File: src/rtl/wb_select_pipe.sv
// MEM/WB pipeline register with destination and writeback-data selection.
// Define WB_LOAD_EXT_EN to build the byte/halfword load extension; otherwise loads pass the word through.
module wb_select_pipe #(
    parameter int DW          = 32,
    parameter int AW          = 5,
    parameter int LINK_REG    = 31,
    parameter int LINK_OFFSET = 8
) (
    input  logic          clk,
    input  logic          reset,
    input  logic          en,
    input  logic          flush,
    input  logic          in_valid,
    input  logic          reg_write,
    input  logic [AW-1:0] rt,
    input  logic [AW-1:0] rd,
    input  logic [1:0]    reg_dst,
    input  logic [1:0]    wb_sel,
    input  logic [2:0]    load_type,
    input  logic [1:0]    addr_lo,
    input  logic [DW-1:0] alu_result,
    input  logic [DW-1:0] mem_rdata,
    input  logic [DW-1:0] pc,
    output logic          wb_valid,
    output logic          wb_we,
    output logic [AW-1:0] wb_addr,
    output logic [DW-1:0] wb_data,
    output logic [DW-1:0] wb_pc
);

    logic [AW-1:0] addr_c;
    logic          we_c;
    logic [DW-1:0] load_c;
    logic [DW-1:0] data_c;

    always_comb begin
        addr_c = rt;
        case (reg_dst)
            2'b01:   addr_c = rd;
            2'b10:   addr_c = AW'(LINK_REG);
            default: addr_c = rt;
        endcase
    end

    assign we_c = in_valid & reg_write & (addr_c != '0);

`ifdef WB_LOAD_EXT_EN
    logic [7:0]  byte_c;
    logic [15:0] half_c;

    always_comb begin
        byte_c = mem_rdata[7:0];
        case (addr_lo)
            2'd1:    byte_c = mem_rdata[15:8];
            2'd2:    byte_c = mem_rdata[23:16];
            2'd3:    byte_c = mem_rdata[31:24];
            default: byte_c = mem_rdata[7:0];
        endcase
    end

    // addr_lo[0] is deliberately ignored for halves; misalignment is trapped elsewhere
    assign half_c = addr_lo[1] ? mem_rdata[31:16] : mem_rdata[15:0];

    always_comb begin
        load_c = mem_rdata;
        case (load_type)
            3'b001:  load_c = {{(DW-8){byte_c[7]}}, byte_c};
            3'b010:  load_c = {{(DW-8){1'b0}}, byte_c};
            3'b011:  load_c = {{(DW-16){half_c[15]}}, half_c};
            3'b100:  load_c = {{(DW-16){1'b0}}, half_c};
            default: load_c = mem_rdata;
        endcase
    end
`else
    logic unused_load_ctl;

    assign unused_load_ctl = ^{load_type, addr_lo};
    assign load_c = mem_rdata;
`endif

    always_comb begin
        data_c = '0;
        case (wb_sel)
            2'b00:   data_c = alu_result;
            2'b01:   data_c = load_c;
            2'b10:   data_c = pc + DW'(LINK_OFFSET);
            default: data_c = '0;
        endcase
    end

    always_ff @(posedge clk or posedge reset) begin
        if (reset) begin
            wb_valid <= 1'b0;
            wb_we    <= 1'b0;
            wb_addr  <= '0;
            wb_data  <= '0;
            wb_pc    <= '0;
        end else if (flush) begin
            wb_valid <= 1'b0;
            wb_we    <= 1'b0;
            wb_addr  <= '0;
            wb_data  <= '0;
            wb_pc    <= '0;
        end else if (en) begin
            wb_valid <= in_valid;
            wb_we    <= we_c;
            wb_addr  <= addr_c;
            wb_data  <= data_c;
            wb_pc    <= pc;
        end
    end

endmodule

File: config.mk
export PLATFORM = sky130hd
export DESIGN_NAME = wb_select_pipe
export DESIGN_NICKNAME = d
export VERILOG_FILES = /design/src/rtl/wb_select_pipe.sv
export SDC_FILE = /design/constraint.sdc
export NUM_CORES = 1
export LEC_CHECK = 0
export CELL_PAD_IN_SITES_DETAIL_PLACEMENT = 1
export CELL_PAD_IN_SITES_GLOBAL_PLACEMENT = 1
export CORE_MARGIN = 5
export CORE_UTILIZATION = 32
export CTS_BUF_LIST = sky130_fd_sc_hd__clkbuf_8 sky130_fd_sc_hd__clkbuf_16
export DETAILED_ROUTE_END_ITERATION = 10
export PLACE_DENSITY_LB_ADDON = 0.1
export SETUP_SLACK_MARGIN = 0.15
export SYNTH_ARGS = -nofsm -noshare
export SYNTH_HDL_FRONTEND = slang
export SYNTH_SLANG_ARGS = --single-unit
File: constraint.sdc
create_clock -name clk -period 4 [get_ports clk]
set_input_delay 1.2 -clock clk [delete_from_list [all_inputs] [get_ports clk]]
set_output_delay 1.2 -clock clk [all_outputs]
set_load 0.05 [all_outputs]
==> out/results.tsv, run 1 <==
stage	metric	value	unit
sta	WHS	0.474	ns
worst_setup_path	R2R cell count	3	
cells_and_area	Final Instance Area	0.00631	sq mm
sta	Final setup viols	0	
floorplanning	die area	0.0148	sq mm
global_routing	GRT Residual Overflow	0	
sta	Slew @ Worst Pin	0.997	ns
synthesis	#FFs+latches synth	71	
global_routing	pin count of the biggest net entering global routing	57	
synthesis	Post-Synth XOR/XNOR Area	5.69	%
cells_and_area	Non-Filler Instances	767	
worst_setup_path	critical path depth	8	
clock_network	TritonCTS Sinks	71	
placement	gp weighted congestion	0.781	
job	max-capacitance violation count	0	
routing	vias per cell	4.91	
worst_setup_path	CP arrival	3.19	ns
synthesis	Seq/Total Area, Yosys	44.4	%
sta	final hold violations	0	
worst_setup_path	reg2reg end	wb_data[15]$_DFFE_PP0P_	
synthesis	largest family of logic cells by synthesized area	simple AND/OR/NAND/NOR gates	
floorplanning	Die H	122	um
cells_and_area	ANT cells	0	
worst_setup_path	family with the most delay on the worst path	simple AND/OR/NAND/NOR gates	
routing	overall routed net length	14.3	mm
synthesis	Post-synth EDFFs	0	
synthesis	Post-Synth Simple-Gate Area	18.5	%
cells_and_area	Area Overhead vs Synth	57.5	%
floorplanning	total core area	0.0122	sq mm
global_routing	vias in the first global route	4090	
clock_network	CTS tree	yes	
clock_network	Skew-Pair Late Insertion Delay	0.34	ns
worst_setup_path	Worst Path Max Fanout	7	
placement	Placed Cells	751	
floorplanning	I/O pin cnt	192	
worst_setup_path	CP Capture Type	flop	
synthesis	compound-gate portion of the synthesized area	10.4	%
global_routing	first-pass GRT wire length	22.4	mm
synthesis	synth unique cells	39	
synthesis	post-synthesis async set-or-reset flop share	100	%
clock_network	H-tree depth	3	
sta	Fmax	336	MHz
sta	Clock Skew	0	ns
worst_setup_path	Buf/Inv on CP	2	
hold_path	hold_sp	wb_data[2]$_DFFE_PP0P_	
clock_network	Worst-path clk slew	0.06	ns
clock_network	Num CTS Buffers	9	
clock_network	Post-CTS Resized	0	
clock_network	maximum clock insertion buffer count	2	
routing	Routed wire per std cell	18.6	um
pwr	Peak VDD IR	0.221	mV
clock_network	Clock Root Buffer	clkbuf_16	
placement	IO buf count	186	
cells_and_area	share of layout cells above drive strength 1	6.01	%
clock_network	CTS Hold Bufs	0	
synthesis	syn avg cell area	9.58	sq um
placement	HPWL Detailed	11.3	mm
worst_setup_path	flop-to-flop setup slack	3.12	ns
routing	Pre-Repair DR Iteration Count	4	
synthesis	Synth warnings	0	
synthesis	syn_nets	542	
clock_network	setup repair bufs after CTS	0	
routing	total number of vias	3763	
global_routing	initial antenna violation count	0	
worst_setup_path	most used cell, CP	nor2_1	
pwr	Lkg Pwr	2.68	nW
sta	RSZ-0062 raised after global routing	false	
routing	remaining antenna violation count	0	
synthesis	Most used DFF post-synth	dfrtp_1	
synthesis	Syn Inst Count	418	
global_routing	GRT Resource Usage Total	19.5	%
worst_setup_path	CP startpoint	reg_dst[0]	
floorplanning	Die W	122	um
pwr	PwrDens	353	mW/mm^2
floorplanning	FP Rows	40	
placement	Place WS	0.680	ns
cells_and_area	fin nets	718	
sta	relative slew slack	33.4	%
worst_setup_path	CP max stage delay	0.54	ns
synthesis	Syn Std Cell Area	0.00400	sq mm
synthesis	mux cell area share after synthesis	15.8	%
sta	Max Slew Vio Count	0	
worst_setup_path	slowest cell on the critical path	or4_1	
worst_setup_path	CP Cell Sequence	clkdlybuf4s50_1 -> inv_1 -> ha_1 -> nor2_1 -> a21oi_1 -> or4_1 -> nor2_1 -> o21ai_0	
sta	setup_tns	0	ns
placement	Placement Cell Area	0.00598	sq mm
routing	drt first-iter violations	153	
synthesis	Post-Synth Adder-Cell Area	0.938	%
floorplanning	Initial Util	32.9	%
worst_setup_path	Critical Path Start Type	primary input	
sta	Final WS setup	1.03	ns
routing	# DRC	0	
hold_path	Hold Crit Class	reg2reg	
worst_setup_path	Worst setup endpoint	wb_we$_DFFE_PP0P_	
cells_and_area	fin util	51.9	%
worst_setup_path	Reg2Reg Launch Point	wb_data[15]$_DFFE_PP0P_	
sta	Final period util	74.3	%
worst_setup_path	Worst Path Class, Setup	in2reg	
worst_setup_path	Required @ worst endpoint	4.22	ns
pwr	total chip power	2.23	mW
outcome	run status	finished, final reports clean	
sta	crit path time final	2.97	ns
==> layout make-up <==
type / instances / area (sq um)
fillers: 1361 / 5860
multi-input cells: 309 / 2050
repair buffers: 194 / 1910
flip-flops and latches: 71 / 1780
clock buffers: 10 / 239
well taps: 168 / 210
clock inverters: 6 / 85.1
inverters: 9 / 35.0
==> worst min-delay path by stage <==
stage,depth (start not counted),slack (ns),to
after global routing,2,0.50,wb_data[31]$_DFFE_PP0P_
after CTS,2,0.48,wb_data[2]$_DFFE_PP0P_
after floorplan,2,0.76,wb_we$_DFFE_PP0P_
after global placement,2,0.46,wb_data[4]$_DFFE_PP0P_
after detailed placement,2,0.47,wb_data[2]$_DFFE_PP0P_
final,2,0.47,wb_data[2]$_DFFE_PP0P_
==> sequential cells by signal, summed over array words and instances (netlist names) <==
name and cells:
wb_we 1, wb_addr 5, wb_valid 1, wb_data 32, wb_pc 32
==> placed cells by master (no fill, tap or decap), drive strengths merged <==
master / Yosys / final
clkdlybuf4s50: 0 / 183
bufinv: 0 / 2
o31ai: 1 / 1
nand4: 11 / 11
ha: 3 / 3
clkbuf: 23 / 10
nor4: 2 / 2
inv: 9 / 9
nor2b: 8 / 8
mux2i: 63 / 63
dfrtp: 71 / 71
nand2: 41 / 41
o221ai: 18 / 18
or2b: 1 / 1
and4: 3 / 3
xor2: 8 / 8
o21bai: 2 / 2
a21oi: 18 / 18
nor3: 7 / 7
clkinvlp: 0 / 1
a31oi: 3 / 3
a32oi: 2 / 2
or4: 4 / 4
xnor2: 18 / 18
nor2: 59 / 59
nand2b: 3 / 3
a211oi: 3 / 3
buf: 4 / 11
and3: 5 / 5
o21ai: 16 / 16
nand3: 10 / 10
clkinv: 0 / 3
==> worst reg2reg max path: cells and delay by family, from the launching register on <==
kind,cells,cell delay (ns)
AO/OA/AOI/OAI,2,0.27
flip-flops,1,0.37
AND/OR/NAND/NOR,1,0.13
==> layer usage <==
layer	up-vias	wire (um)	share of wire (%)	track usage [%]
met3	12	957	6.7	5.39
met1	1812	6650	47	27.2
li1	1825	-	-	-
met2	114	6500	46	29.4
met5	-	0	0	0
met4	0	178	1.2	5.88
==> Yosys cell counts (2+ instances only) <==
library cell	instances	area share [%]
dfrtp_1	71	44
mux2i_1	63	16
nor2_1	59	5.5
nand2_1	41	3.8
clkbuf_1	21	2.0
a21oi_1	18	2.3
xnor2_1	18	3.9
o221ai_1	17	3.7
o21ai_0	16	2.0
nand3_1	10	1.3
inv_1	9	0.84
nand4_1	9	1.4
nor2b_1	8	1.3
xor2_1	8	1.8
nor3_1	6	0.75
and3_1	4	0.63
a211oi_1	3	0.56
a31oi_1	3	0.47
ha_1	3	0.94
nand2b_1	3	0.47
or4_1	3	0.56
a32oi_1	2	0.44
and4_1	2	0.44
buf_6	2	0.56
clkbuf_2	2	0.25
dlygate4sd1_1	2	0.44
nor4_1	2	0.31
o21bai_1	2	0.38
==> report_power, final <==
group,internal [mW],switching (mW)
Combinational,0.242,0.330
Sequential,0.761,0.0241
Clock,0.561,0.312
Total,1.56,0.666
==> kinds of logic (layout without fill, tap and decap cells) <==
| family | count (synthesis) | count (layout) |
|---|---|---|
| buf+inv | 38 | 219 |
| fa+ha+maj | 3 | 3 |
| flops | 71 | 71 |
| xor+xnor | 26 | 26 |
| simple gates | 154 | 154 |
| mux | 63 | 63 |
| compound gates | 63 | 63 |
Note: power is estimated with default switching activity, not from simulation.
==> inputs of run 2 (changes only) <==
--- a/config.mk
+++ b/config.mk
@@ -8,7 +8,7 @@
 export CELL_PAD_IN_SITES_DETAIL_PLACEMENT = 1
 export CELL_PAD_IN_SITES_GLOBAL_PLACEMENT = 1
 export CORE_MARGIN = 5
-export CORE_UTILIZATION = 32
+export CORE_UTILIZATION = 27
 export CTS_BUF_LIST = sky130_fd_sc_hd__clkbuf_8 sky130_fd_sc_hd__clkbuf_16
 export DETAILED_ROUTE_END_ITERATION = 10
 export PLACE_DENSITY_LB_ADDON = 0.1
==> constraint.sdc (replaced) <==
create_clock -name clk -period 2.4 [get_ports clk]
set_input_delay 0.72 -clock clk [delete_from_list [all_inputs] [get_ports clk]]
set_output_delay 0.72 -clock clk [all_outputs]
set_load 0.05 [all_outputs]
==> run 2 against run 1 <==
  * Register-to-register slack worse by 1.6 ns
  * Sequential share of layout area is 2.4 points lower
  * Cell count is 9.3% higher
  * Non-clock buffer count is 57 higher
  * Sequential power is 67% higher
  * Final area is 9.1% higher
  * First-iteration DRC count is 20% lower
  * Die area is 17% higher
  * Count of clock-buffer cells in the layout is 1 higher
  * Critical path type is now reg2out
  * Highest routed layer unchanged
==> out/results.tsv, run 2 (synthesis results as in run 1) <==
stage	metric	value	unit	change
pwr	Combinational Power Share	28.7	%	+3.0 points
clock_network	setup repair bufs after CTS	0		unchanged
worst_setup_path	CP Cell Sequence	clkdlybuf4s50_1		
worst_setup_path	reg2reg end	wb_data[20]$_DFFE_PP0P_		
routing	# DRC	0		unchanged
cells_and_area	most frequent cells in the layout	clkdlybuf4s50_1, dfrtp_1, buf_4, mux2i_1, nor2_1		
routing	Routed wire per std cell	18.4	um	-1.2%
sta	Final period util	92.7	%	
pwr	Clock power frac	34.5	%	-4.6 points
pwr	fraction of power spent switching nets	31.1	%	+1.2 points
global_routing	vias in the first global route	4442		+8.6%
cells_and_area	ANT cells	0		unchanged
sta	Final setup viols	0		unchanged
floorplanning	I/O pin cnt	192		unchanged
worst_setup_path	family with the most delay on the worst path	buffers and inverters		
sta	crit path time final	2.23	ns	
placement	HPWL Detailed	12.3	mm	+8.7%
cells_and_area	share of layout cells above drive strength 1	16.8	%	+11 points
floorplanning	Initial Util	27.5	%	-5.4 points
worst_setup_path	Reg2Reg Launch Point	wb_data[20]$_DFFE_PP0P_		
worst_setup_path	CP arrival	1.51	ns	-1.68 ns
global_routing	first-pass GRT wire length	24.6	mm	+9.5%
sta	WHS	0.470	ns	-0.00382 ns
floorplanning	FP Rows	44		+10%
placement	Place WS	-0.392	ns	-1.07 ns
pwr	Peak VDD IR	0.375	mV	+70%
placement	gp weighted congestion	0.798		+2.2%
routing	vias per cell	4.80		-2.2%
cells_and_area	Area Overhead vs Synth	71.9	%	
floorplanning	Die W	132	um	+8.1%
cells_and_area	Top Registers	wb_data: 32 flops, wb_pc: 32 flops, wb_addr: 5 flops		
pwr	Lkg Pwr	3.67	nW	+37%
hold_path	worst hold endpoint	wb_data[3]$_DFFE_PP0P_		
clock_network	CTS tree	yes		
cells_and_area	Final Instance Area	0.00688	sq mm	+9.1%
sta	Fmax	449	MHz	
global_routing	GRT Residual Overflow	0		unchanged
clock_network	Worst-path clk slew	0.05	ns	about the same
sta	RSZ-0062 raised after global routing	false		
routing	total number of vias	4021		+6.9%
global_routing	GRT Resource Usage Total	17.5	%	-1.9 points
sta	Slew @ Worst Pin	0.720	ns	-0.277 ns
hold_path	WHS Path Cells	2		unchanged
pwr	total chip power	3.55	mW	+59%
worst_setup_path	CP Capture Type	output pin		
pwr	PwrDens	517	mW/mm^2	+46%
clock_network	Num CTS Buffers	9		unchanged
sta	Clock Skew	0	ns	unchanged
routing	Pre-Repair DR Iteration Count	4		unchanged
placement	IO buf count	186		unchanged
sta	relative slew slack	51.9	%	+18 points
hold_path	Hold Crit Class	reg2reg		
worst_setup_path	CP max stage delay	0.82	ns	+0.28 ns
worst_setup_path	R2R cell count	3		unchanged
clock_network	TritonCTS Sinks	71		unchanged
global_routing	pin count of the biggest net entering global routing	72		+26%
cells_and_area	fin nets	775		+7.9%
floorplanning	die area	0.0174	sq mm	+17%
job	max-capacitance violation count	0		unchanged
clock_network	Clock Root Buffer	clkbuf_16		
global_routing	initial antenna violation count	0		unchanged
sta	Max Slew Vio Count	0		unchanged
worst_setup_path	Required @ worst endpoint	1.68	ns	-2.54 ns
worst_setup_path	flop-to-flop setup slack	1.54	ns	-1.58 ns
worst_setup_path	Critical Path Start Type	flop		
clock_network	CTS Hold Bufs	0		unchanged
routing	drt first-iter violations	123		-20%
clock_network	H-tree depth	3		unchanged
outcome	run status	finished, final reports clean		
routing	remaining antenna violation count	0		unchanged
sta	setup_tns	0	ns	unchanged
sta	Final WS setup	0.175	ns	-0.852 ns
placement	Placement Cell Area	0.00647	sq mm	+8.1%
sta	final hold violations	0		unchanged
worst_setup_path	Worst Path Class, Setup	reg2out		
worst_setup_path	Buf/Inv on CP	1		-1
worst_setup_path	Worst Path Max Fanout	2		-5
routing	overall routed net length	15.4	mm	+7.9%
clock_network	maximum clock insertion buffer count	2		unchanged
floorplanning	Die H	132	um	+8.1%
hold_path	hold_sp	wb_data[3]$_DFFE_PP0P_		
cells_and_area	leading cell type in the layout, fill and taps excluded	clkdlybuf4s50_1		
floorplanning	total core area	0.0145	sq mm	+20%
clock_network	Skew-Pair Late Insertion Delay	0.34	ns	about the same
worst_setup_path	slowest cell on the critical path	clkdlybuf4s50_1		
pwr	Seq pwr share	36.7	%	+1.5 points
pwr	P_int	2.45	mW	+57%
pwr	P_sw	1.11	mW	+66%
==> run 2: changes by cell type in the layout (fill, tap and decap cells not counted), sizes merged, moves of 2 or more <==
cell / previous run / this run
clkinv: 3 / 1
clkdlybuf4s50: 183 / 108
bufinv: 2 / 0
dlygate4sd2: 0 / 27
dlymetal6s2s: 0 / 42
buf: 11 / 74
==> run 2: through the flow <==
| step | instances | util (%) |
|---|---|---|
| 3_5_place_dp | 824 | 44.5 |
| 3_3_place_gp | 824 | 44.5 |
| 4_1_cts | 838 | 46.5 |
| 5_1_grt | 838 | 47.3 |
| 6_report | 838 | 47.3 |
| 2_1_floorplan | 418 | - |
==> run 2: worst max path at each step <==
| stage | depth (start not counted) | end | slack (ns) | start |
|---|---|---|---|---|
| finish | 1 | wb_data[15] | 0.17 | wb_data[15]$_DFFE_PP0P_ |
| global route | 1 | wb_data[15] | 0.15 | wb_data[15]$_DFFE_PP0P_ |
| CTS | 9 | wb_we$_DFFE_PP0P_ | 0.11 | reg_dst[0] |
| detailed placement | 8 | wb_we$_DFFE_PP0P_ | -0.39 | reg_dst[0] |
| global placement | 8 | wb_we$_DFFE_PP0P_ | -0.33 | reg_dst[0] |
| floorplan | 7 | wb_we$_DFFE_PP0P_ | 0.26 | reg_dst[0] |
==> run 2: power by group through the flow <==
stage	clock (mW)	sequential [mW]	combinational [mW]
after global routing	1.31	1.31	1.09
after global placement	0	1.33	1.03
after floorplan	0	1.57	0.266
after CTS	1.27	1.31	1.04
final	1.23	1.31	1.02
after detailed placement	0	1.33	1.04
==> run 2: cell type report <==
type	count	area [sq um]
flip-flops and latches	71	1780
clock inverters	3	12.5
well taps	184	230
inverters	9	37.5
fillers	1654	7650
repair buffers	251	2440
clock buffers	11	253
multi-input cells	309	2130
==> run 2: layer usage <==
metal,up-vias,wire [um],global-route usage (%)
li1,1932,-,-
met1,1957,7330,24.2
met2,119,7060,27.1
met3,13,874,5.76
met4,0,155,3.49
met5,-,0,0
==> run 2: timing repair <==
item                       CTS  global route
pin swaps                    5             7
setup endpoints to repair   32            46
hold endpoints to repair     0             0
gates resized for setup     38            47
==> inputs of run 3 (changes only) <==
==> constraint.sdc (replaced) <==
create_clock -name clk -period 2.4 [get_ports clk]
set_input_delay 0.24 -clock clk [delete_from_list [all_inputs] [get_ports clk]]
set_output_delay 0.24 -clock clk [all_outputs]
set_load 0.05 [all_outputs]
==> run 3 against run 2 <==
  * Critical path depth grew 7
  * Via count is 5.7% lower
  * Combinational power shrank 4%
  * Hold slack worse by 0.21 ns
  * Utilization is 3.3 points lower
  * Register-to-register slack lost 0.02 ns
  * Final area fell by 6.9%
  * Sequential share of layout area increased by 1.9 points
  * Critical path type is now in2reg
  * Sequential power hardly changed
  * Global-route usage decreased by 0.45 points
  * Setup slack gained 0.25 ns
==> out/results.tsv, run 3 (synthesis results as in run 1) <==
stage	metric	value	unit	change
worst_setup_path	slowest cell on the critical path	or4_1		
hold_path	Hold Crit Class	in2reg		
floorplanning	Die H	132	um	unchanged
placement	IO buf count	186		unchanged
global_routing	initial antenna violation count	0		unchanged
global_routing	vias in the first global route	4289		-3.4%
clock_network	Num CTS Buffers	9		unchanged
clock_network	H-tree depth	3		unchanged
cells_and_area	Fill cells	1708		+3.3%
worst_setup_path	Worst Path Max Fanout	7		+5
worst_setup_path	most used cell, CP	nor2_1		
outcome	run status	finished, final reports clean		
floorplanning	total core area	0.0145	sq mm	unchanged
clock_network	Post-CTS Resized	0		-100%
pwr	fraction of power spent switching nets	30.8	%	-0.34 points
pwr	Seq pwr share	37.8	%	+1.1 points
worst_setup_path	CP max stage delay	0.52	ns	-0.30 ns
sta	relative slew slack	52.1	%	+0.19 points
sta	final hold violations	0		unchanged
cells_and_area	Area Overhead vs Synth	60.0	%	
clock_network	maximum clock insertion buffer count	2		unchanged
worst_setup_path	CP arrival	2.20	ns	+0.69 ns
sta	Slew @ Worst Pin	0.717	ns	-0.00292 ns
clock_network	Clock Root Buffer	clkbuf_16		
worst_setup_path	Worst Path Class, Setup	in2reg		
pwr	Lkg Pwr	2.75	nW	-25%
floorplanning	die area	0.0174	sq mm	unchanged
routing	remaining antenna violation count	0		unchanged
worst_setup_path	CP Cell Sequence	clkdlybuf4s50_1 -> inv_1 -> ha_1 -> nor2_1 -> a21oi_1 -> or4_1 -> nor2_1 -> o21ai_0		
cells_and_area	leading cell type in the layout, fill and taps excluded	clkdlybuf4s50_1		
clock_network	setup repair bufs after CTS	0		unchanged
pwr	P_sw	1.06	mW	-3.8%
pwr	Combinational Power Share	28.3	%	-0.4 points
pwr	Clock power frac	33.9	%	-0.6 points
cells_and_area	fin nets	738		-4.8%
routing	total number of vias	3792		-5.7%
job	max-capacitance violation count	0		unchanged
worst_setup_path	CP Capture Type	flop		
cells_and_area	ANT cells	0		unchanged
placement	Placed Cells	787		-4.5%
sta	WHS	0.260	ns	-0.210 ns
worst_setup_path	Critical Path Start Type	primary input		
pwr	PwrDens	540	mW/mm^2	+4.5%
placement	gp weighted congestion	0.769		-3.6%
sta	setup_tns	0	ns	unchanged
cells_and_area	fin util	44.1	%	-3.3 points
routing	vias per cell	4.74		-1.2%
sta	RSZ-0062 raised after global routing	false		
cells_and_area	Top Registers	wb_data: 32 flops, wb_pc: 32 flops, wb_addr: 5 flops		
routing	Pre-Repair DR Iteration Count	4		unchanged
worst_setup_path	Reg2Reg Launch Point	wb_data[15]$_DFFE_PP0P_		
worst_setup_path	Required @ worst endpoint	2.62	ns	+0.94 ns
routing	drt first-iter violations	131		+6.5%
clock_network	TritonCTS Sinks	71		unchanged
sta	Final period util	82.5	%	-10 points
floorplanning	FP Rows	44		unchanged
clock_network	Worst-path clk slew	0.05	ns	about the same
sta	Max Slew Vio Count	0		unchanged
cells_and_area	most frequent cells in the layout	clkdlybuf4s50_1, dfrtp_1, mux2i_1, nor2_1, nand2_1		
global_routing	GRT Resource Usage Total	17.1	%	-0.45 points
worst_setup_path	flop-to-flop setup slack	1.52	ns	-0.02 ns
sta	Final setup viols	0		unchanged
worst_setup_path	reg2reg end	wb_data[15]$_DFFE_PP0P_		
placement	HPWL Detailed	11.9	mm	-3.2%
floorplanning	Die W	132	um	unchanged
placement	Place WS	0.0593	ns	+0.451 ns
routing	Routed wire per std cell	18.4	um	+0.12%
global_routing	first-pass GRT wire length	23.8	mm	-3.3%
floorplanning	I/O pin cnt	192		unchanged
floorplanning	Initial Util	27.5	%	unchanged
global_routing	pin count of the biggest net entering global routing	39		-46%
sta	Clock Skew	0	ns	unchanged
global_routing	GRT Residual Overflow	0		unchanged
sta	Final WS setup	0.421	ns	+0.246 ns
cells_and_area	share of layout cells above drive strength 1	8.60	%	-8.2 points
sta	Fmax	505	MHz	+12%
cells_and_area	Non-Filler Instances	800		-4.5%
worst_setup_path	Worst setup endpoint	wb_we$_DFFE_PP0P_		
cells_and_area	FF/Latch Area	0.00178	sq mm	unchanged
pwr	P_int	2.39	mW	-2.3%
routing	# DRC	0		unchanged
worst_setup_path	CP startpoint	reg_dst[0]		
routing	overall routed net length	14.7	mm	-4.4%
pwr	Peak VDD IR	0.320	mV	-15%
sta	crit path time final	1.98	ns	-0.246 ns
clock_network	CTS Hold Bufs	0		unchanged
cells_and_area	multi-input logic area	0.00205	sq mm	-3.6%
clock_network	Skew-Pair Late Insertion Delay	0.33	ns	about the same
worst_setup_path	R2R cell count	3		unchanged
clock_network	CTS tree	yes		
[run 3: cell count changes in the layout (fill, tap and decap cells not counted), moves of 3 or more]
cell	delta
clkdlybuf4s50_1	+75
buf_4	-39
buf_12	-4
nor3_2	-3
dlymetal6s2s_1	-42
nor2_1	+3
nor3_1	+3
dlygate4sd2_1	-27
[run 3: metal layers]
metal,vias up,routed length (um),track usage (%)
met2,117,6490,25.6
met1,1797,6940,23.3
met3,16,1070,5.61
li1,1862,-,-
met4,0,232,5.60
met5,-,0,0
[run 3: worst min path at each step]
stage	startpoint	endpoint	slack [ns]	cells past startpoint
5_1_grt	flush	wb_pc[4]$_DFFE_PP0P_	0.26	2
3_5_place_dp	wb_data[5]$_DFFE_PP0P_	wb_data[5]$_DFFE_PP0P_	0.47	2
6_report	flush	wb_pc[1]$_DFFE_PP0P_	0.26	2
2_1_floorplan	reg_write	wb_we$_DFFE_PP0P_	0.39	2
4_1_cts	flush	wb_pc[4]$_DFFE_PP0P_	0.24	2
3_3_place_gp	wb_data[7]$_DFFE_PP0P_	wb_data[7]$_DFFE_PP0P_	0.46	2
[run 3: power by group through the flow]
stage | logic (mW) | registers, mW | clock network, mW
floorplan | 0.266 | 1.57 | 0
global placement | 0.978 | 1.33 | 0
detailed placement | 0.989 | 1.33 | 0
CTS | 0.993 | 1.31 | 1.21
global route | 1.05 | 1.32 | 1.26
finish | 0.978 | 1.31 | 1.17
[run 3: through the flow]
stage	total power [mW]	instance area (sq um)
2_1_floorplan	1.84	4000
3_3_place_gp	2.30	6150
3_5_place_dp	2.32	6150
4_1_cts	3.51	6400
5_1_grt	3.62	6400
6_report	3.46	6400
[run 3: cell type report]
class	instances	share of cell area (%)
Inverter	9	0.547
Sequential cell	71	27.7
Clock inverter	3	0.215
Multi-Input combinational cell	309	32.1
Clock buffer	10	3.73
Tap cell	184	3.59
Timing Repair Buffer	214	32.1
[run 3: critical path: cells and delay by family]
kind | cells | cell delay [ns]
compound gates | 2 | 0.21
fa+ha+maj | 1 | 0.36
buf+inv | 2 | 0.53
simple gates | 3 | 0.86
